$ cat src/rtl/sram_bus_arbiter.sv
// Two-master arbiter for one pipelined SRAM-style slave port: the fetch stage (read-only)
// and the memory stage (read/write) share the slave, and in-order responses are routed back by owner ID.
module sram_bus_arbiter #(
  parameter int MAX_OUTSTANDING = 4,
  parameter int STARVE_LIMIT    = 8
) (
  input  logic                               clk,
  input  logic                               reset,
  input  logic                               inst_req,
  input  logic [31:0]                        inst_addr,
  output logic                               inst_addr_ok,
  output logic                               inst_data_ok,
  output logic [31:0]                        inst_rdata,
  input  logic                               data_req,
  input  logic                               data_wr,
  input  logic [1:0]                         data_size,
  input  logic [31:0]                        data_addr,
  input  logic [31:0]                        data_wdata,
  output logic                               data_addr_ok,
  output logic                               data_data_ok,
  output logic [31:0]                        data_rdata,
  output logic                               mem_req,
  output logic                               mem_wr,
  output logic [1:0]                         mem_size,
  output logic [31:0]                        mem_addr,
  output logic [31:0]                        mem_wdata,
  input  logic                               mem_addr_ok,
  input  logic                               mem_data_ok,
  input  logic [31:0]                        mem_rdata,
  output logic [$clog2(MAX_OUTSTANDING):0]   outstanding,
  output logic                               resp_err
);

  localparam int PW = $clog2(MAX_OUTSTANDING);
  localparam int CW = PW + 1;
  localparam int SW = $clog2(STARVE_LIMIT + 1);

  // Owner-ID FIFO: bit is 1 when the transaction belongs to the data master
  logic [MAX_OUTSTANDING-1:0] r_owner;
  logic [PW-1:0]              r_head;
  logic [PW-1:0]              r_tail;
  logic [CW-1:0]              r_count;
  logic [SW-1:0]              r_starve;
  logic                       r_resp_err;

  logic w_full;
  logic w_empty;
  logic w_sel_data;
  logic w_push;
  logic w_pop;
  logic w_head_owner;

  assign w_full       = (r_count == CW'(MAX_OUTSTANDING));
  assign w_empty      = (r_count == '0);
  // Data normally wins; inst only takes over once data has hogged the port long enough
  assign w_sel_data   = data_req && !(inst_req && (r_starve == SW'(STARVE_LIMIT)));
  assign w_push       = mem_req && mem_addr_ok;
  assign w_pop        = mem_data_ok && !w_empty;
  assign w_head_owner = r_owner[r_head];

  assign mem_req   = (inst_req || data_req) && !w_full;
  assign mem_wr    = w_sel_data ? data_wr    : 1'b0;
  assign mem_size  = w_sel_data ? data_size  : 2'd2;
  assign mem_addr  = w_sel_data ? data_addr  : inst_addr;
  assign mem_wdata = w_sel_data ? data_wdata : 32'd0;

  assign inst_addr_ok = w_push && !w_sel_data;
  assign data_addr_ok = w_push &&  w_sel_data;
  assign inst_data_ok = w_pop  && !w_head_owner;
  assign data_data_ok = w_pop  &&  w_head_owner;
  assign inst_rdata   = mem_rdata;
  assign data_rdata   = mem_rdata;

  assign outstanding = r_count;
  assign resp_err    = r_resp_err;

  always_ff @(posedge clk) begin
    if (w_push) begin
      r_owner[r_tail] <= w_sel_data;
    end
  end

  always_ff @(posedge clk) begin
    if (reset) begin
      r_head     <= '0;
      r_tail     <= '0;
      r_count    <= '0;
      r_starve   <= '0;
      r_resp_err <= 1'b0;
    end else begin
      if (w_push) begin
        r_tail <= r_tail + 1'b1;
      end
      if (w_pop) begin
        r_head <= r_head + 1'b1;
      end
      case ({w_push, w_pop})
        2'b10:   r_count <= r_count + 1'b1;
        2'b01:   r_count <= r_count - 1'b1;
        default: r_count <= r_count;
      endcase
      // A response with nothing outstanding means the slave lost sync with us
      if (mem_data_ok && w_empty) begin
        r_resp_err <= 1'b1;
      end
      if (!inst_req || (w_push && !w_sel_data)) begin
        r_starve <= '0;
      end else if (w_push && w_sel_data && (r_starve != SW'(STARVE_LIMIT))) begin
        r_starve <= r_starve + 1'b1;
      end
    end
  end

endmodule

$ cat config.mk
export PLATFORM = sky130hd
export DESIGN_NAME = sram_bus_arbiter
export DESIGN_NICKNAME = d
export VERILOG_FILES = /design/src/rtl/sram_bus_arbiter.sv
export SDC_FILE = /design/constraint.sdc
export NUM_CORES = 1
export LEC_CHECK = 0
export ABC_AREA = 0
export CAP_MARGIN = 20
export CELL_PAD_IN_SITES_DETAIL_PLACEMENT = 2
export CELL_PAD_IN_SITES_GLOBAL_PLACEMENT = 2
export CORE_MARGIN = 5
export CORE_UTILIZATION = 12
export DETAILED_ROUTE_END_ITERATION = 7
export MAX_ROUTING_LAYER = met4
export PLACE_DENSITY = 0.95
export SLEW_MARGIN = 30
export SYNTH_ARGS = -nofsm -noshare
export SYNTH_HDL_FRONTEND = slang
export SYNTH_SLANG_ARGS = --single-unit
$ cat constraint.sdc
create_clock -name clk -period 3.8 [get_ports clk]
set_input_delay 0.38 -clock clk [delete_from_list [all_inputs] [get_ports clk]]
set_output_delay 0.38 -clock clk [all_outputs]
set_load 0.005 [all_outputs]
# == After elaboration in Yosys (flattened, before gate mapping) ==
# Index checks and enable logic that the tools add are counted.
# totals
output_inout_bits,140
register_bits,16
# op_classes
n_eq_ne,5
muxes,10
reduce_logical,23
n_addsub,5
order_cmp,3
# op_table
cell,n
$mux W32,2
$logic_and A1 B1 Y1,12
$logic_not A1 Y1,6
$lt A2 B3 Y1 const B,2
$pmux W3 S2,1
$add A2 B1 Y2 const B,2
$add A4 B1 Y4 const B,1
$bwmux W4,1
$eq A4 B4 Y1 const B,1
$ne A4 B4 Y1 const B,1
$add A3 B1 Y3 const B,1
$eq A3 B3 Y1 const B,1
$logic_not A3 Y1,1
$mux W1,3
$sub A3 B1 Y3 const B,1
$bmux W1 S2,1
$demux W1 S2,1
$eq A2 B1 Y1 const B,1
$eq A2 B2 Y1 const B,1
$ge A2 B1 Y1 const B,1
$logic_or A1 B1 Y1,2
$mux W2,1
$reduce_bool A2 Y1,1
$reduce_or A2 Y1,1

# == Logic depth before layout (Yosys ltp) ==
# depth
word_depth,8
ltp_mapped,9

# == Worst setup path after synthesis ==
# Ideal clock, no wire load.
# synth_timing
kind,input port to flip-flop
startpoint,in inst_req
endpoint,reg r_count[2] (netlist: outstanding[2])
slack_ns,1.851
t_required_ns,3.730
arrival_time_ns,1.879
stages,9
path_cell_list,o21ai_0 > a21oi_1 > clkinv_1 > ha_1 > inv_1 > fa_1 > xor2_1 > or3_1 > a21oi_1
# synth_between
elab_chain_cells,5
elab_cells_between_ends,7
# synth_lines
item,line_no,text
start: declaration,9,"input logic inst_req,"
$logic_or A1 B1 Y1 *,61,assign mem_req = (inst_req || data_req) && !w_full;
$logic_and A1 B1 Y1 *,61,
$logic_and A1 B1 Y1 *,57,assign w_push = mem_req && mem_addr_ok;
$eq A2 B1 Y1 or $eq A2 B2 Y1 (tied branches),97,"case ({w_push, w_pop})"
$pmux W3 S2 or $reduce_bool A2 Y1 (tied branches),n/a,
end signal: assignment,98,2'b10: r_count <= r_count + 1'b1;
end signal: assignment,99,2'b01: r_count <= r_count - 1'b1;
end signal: assignment,100,default: r_count <= r_count;
end: declaration,42,logic [CW-1:0] r_count;
# Every way passes the cells marked *; elsewhere a longest branch is shown, timed or not.
# A chain may end at the register's enable or synchronous reset.

# == Final worst setup path ==
# layout_timing
startpoint,reg r_starve[0]
endpoint,out mem_addr[0]
# layout_between
elab_chain_cells,5
# layout_lines
item,line_no,text
start: declaration,43,logic [SW-1:0] r_starve;
start signal: assignment,109,r_starve <= r_starve + 1'b1;
$eq A4 B4 Y1,56,assign w_sel_data = data_req && !(inst_req && (r_starve == SW'(STARVE_LIMIT)));
$logic_and A1 B1 Y1,56,
$logic_not A1 Y1,56,
$logic_and A1 B1 Y1,56,
$mux W32,64,assign mem_addr = w_sel_data ? data_addr : inst_addr;
end: declaration,25,"output logic [31:0] mem_addr,"
# No other way between the ends.

==> impl_metrics.ini <==
[run_status]
status = completed

[grt]
grt_max_degree = 65
grt_usage = 0.0822
grt_pass1_vias = 2403
antenna_found_initial = 0
grt_pass1_wl_um = 13000
grt_overflow_total = 0

[critical_path]
endpoint_kind = primary output
path_class = flop to primary output
crit_required_ns = 3.42
cp-start-kind = flop
crit_fanout = 64
arrival_ns = 2.53

[cts]
cts.repair.resized = 0
cts.reportedPaths.clkPinSlew_ns = 0.05
h-tree-depth = 1
cts_buffers = 3
clock-sinks = 16
postCtsHoldBufs = 0
cts_tree = done
clock_latency_ns = 0.25
clockBufferDepth = 2
postCtsSetupBuffers = 0
root_buffer = clkbuf_16

[sta]
rsz0062_at_grt = false
setup_viol = 0
fmax_mhz = 343
layout_min_cycle_time_ns = 2.91
period_share = 0.767
hold_viol_final = 0
max_slew_margin = 0.771
tightestPinTransition_ns = 0.342
slew_violations = 0
tns_ns = 0
fin_skew_ns = 0.00397

[detailed_routing]
post-route-drc-count = 0
ant_nets = 0
drt-wirelength-per-cell_um = 15.6
drt_pass1_iterations = 4
routed-via-count = 1970
wl_um = 8860
vias_per_cell = 3.46
initialDrtViolationCount = 33

[synthesis]
synth_nets = 377
synth_top_cell_area_share = 0.227
netlist.top_cell.by_area = buf_4
synth-seq-area-share = 0.170
synthDistinctLibCells = 31
syn-instance-count = 232
ys_warn_count = 0
yosys_register_bits = 16
synth_area_um2 = 2120
synthTopCellsByArea = buf_4 (23%), mux2_4 (21%), and2_1 (12%)
synth.avg_cell_area_um2 = 9.12

[power]
p_sw_w = 0.000290
swShare = 0.293
clkPwrFrac = 0.229
power.density_nw_per_um2 = 264
pwr-share-seq = 0.245
p_leak_nw = 1.42
peakVddDrop_mv = 0.151
p_comb_frac = 0.526
internal-power_w = 0.000698

[cells_and_area]
fillers = 1973
synthToLayoutAreaGrowth_pct = 77.0
multi_input_area_um2 = 1150
regArea_um2 = 360
diodes = 0
fin_util = 0.217
drive_gt1_frac = 0.119
nets = 490

[floorplan]
die_h_um = 143
start_util = 0.122
ios = 277
die-area_um2 = 20400
chipWidth_um = 143
num_rows = 48
coreArea_um2 = 17300

[placement]
port_buffers = 180
dpl.hpwl_um = 7580
place_congestion = 0.762

[min_path]
min_path_type = flop to flop

[flow_run]
drv_cap = 0
## per-stage QoR
step	std cells	worst slack, ns	instance area (µm²)	hold slack (ns)	power (W)
global placement	565	0.899	3660	0.456	0.000741
finish	569	0.886	3740	0.507	0.000988
global route	569	0.740	3740	0.536	0.00105
floorplan	232	1.85	2120	0.460	0.000510
CTS	569	0.812	3740	0.507	0.00101
detailed placement	565	0.846	3660	0.501	0.000775
## cell type report
| class | count | share of cell area |
|---|---|---|
| Multi-Input combinational cell | 133 | 0.307 |
| Clock buffer | 4 | 0.0237 |
| Tap cell | 225 | 0.0752 |
| Inverter | 9 | 0.00902 |
| Timing Repair Buffer | 182 | 0.488 |
| Sequential cell | 16 | 0.0962 |
## state kept, by name, indices dropped and copies added (netlist names)
signal	flops
r_head	2
r_tail	2
outstanding	3
resp_err	1
r_owner	4
r_starve	4
## final timing paths
check | from | end | slack [ns] | cells past startpoint
hold / removal | r_tail[1]$_SDFFE_PP0P_ | r_tail[1]$_SDFFE_PP0P_ | 0.51 | 2
setup reg to reg | outstanding[0]$_SDFFE_PP0P_ | outstanding[2]$_SDFFE_PP0P_ | 1.58 | 9
hold reg to reg | r_tail[1]$_SDFFE_PP0P_ | r_tail[1]$_SDFFE_PP0P_ | 0.51 | 2
setup / recovery | r_starve[0]$_SDFFE_PP0P_ | mem_addr[0] | 0.89 | 7
## kinds of logic after synthesis
| group | after synthesis | share of synthesized area |
|---|---|---|
| compound gates | 17 | 0.0444 |
| xor+xnor | 4 | 0.0166 |
| fa+ha+maj | 8 | 0.0509 |
| buf+inv | 83 | 0.289 |
| flops | 16 | 0.170 |
| mux | 33 | 0.234 |
| simple gates | 71 | 0.195 |
## routing by layer
metal	GRT usage	vias up	share of wire
li1	-	913	-
met1	0.0830	915	0.36
met2	0.149	108	0.53
met3	0.0251	34	0.081
met4	0.0295	0	0.031
met5	-	-	0
## power by group through the flow
stage	clock network, W	registers [W]	logic, W
3_3_place_gp	0	0.000241	0.000500
2_1_floorplan	0	0.000237	0.000273
5_1_grt	0.000240	0.000248	0.000564
4_1_cts	0.000234	0.000244	0.000533
3_5_place_dp	0	0.000247	0.000528
6_report	0.000226	0.000242	0.000519
## synth_stat cells (all sizes together)
library cell	instances
buf	71
and2	41
mux2	32
dfxtp	12
a21oi	11
nor2	10
inv	8
ha	7
nand2	7
edfxtp	4
clkbuf	3
nand4	3
nor2b	3
o21ai	3
xor2	3
nand2b	2
nand3	2
a22oi	1
clkinv	1
fa	1
mux4	1
nand3b	1
nor3	1
o21a	1
o31a	1
or3	1
xnor2	1
## placed cells by master (no fill, tap or decap), drive strengths merged
cell             n
a21oi           11
nand2b           2
o31a             1
xor2             3
fa               1
edfxtp           4
ha               7
nor2            10
o21a             1
nand3b           1
or3              1
clkinv           1
mux2            32
xnor2            1
a22oi            1
clkdlybuf4s50  180
clkbuf           4
mux4             1
inv              8
nor2b            3
dfxtp           12
nand3            2
nand2            7
and2            41
nor3             1
buf              2
o21ai            3
nand4            3
## worst max-delay path, cell delays in order, from the launching register on
cell	delay [ns]
dfxtp_1	0.38
inv_1	0.09
ha_1	0.23
nand3b_4	0.10
o21a_4	0.30
buf_12	0.29
mux2_2	0.38
clkdlybuf4s50_1	0.45
No activity file was read; power rests on OpenSTA's default activity.
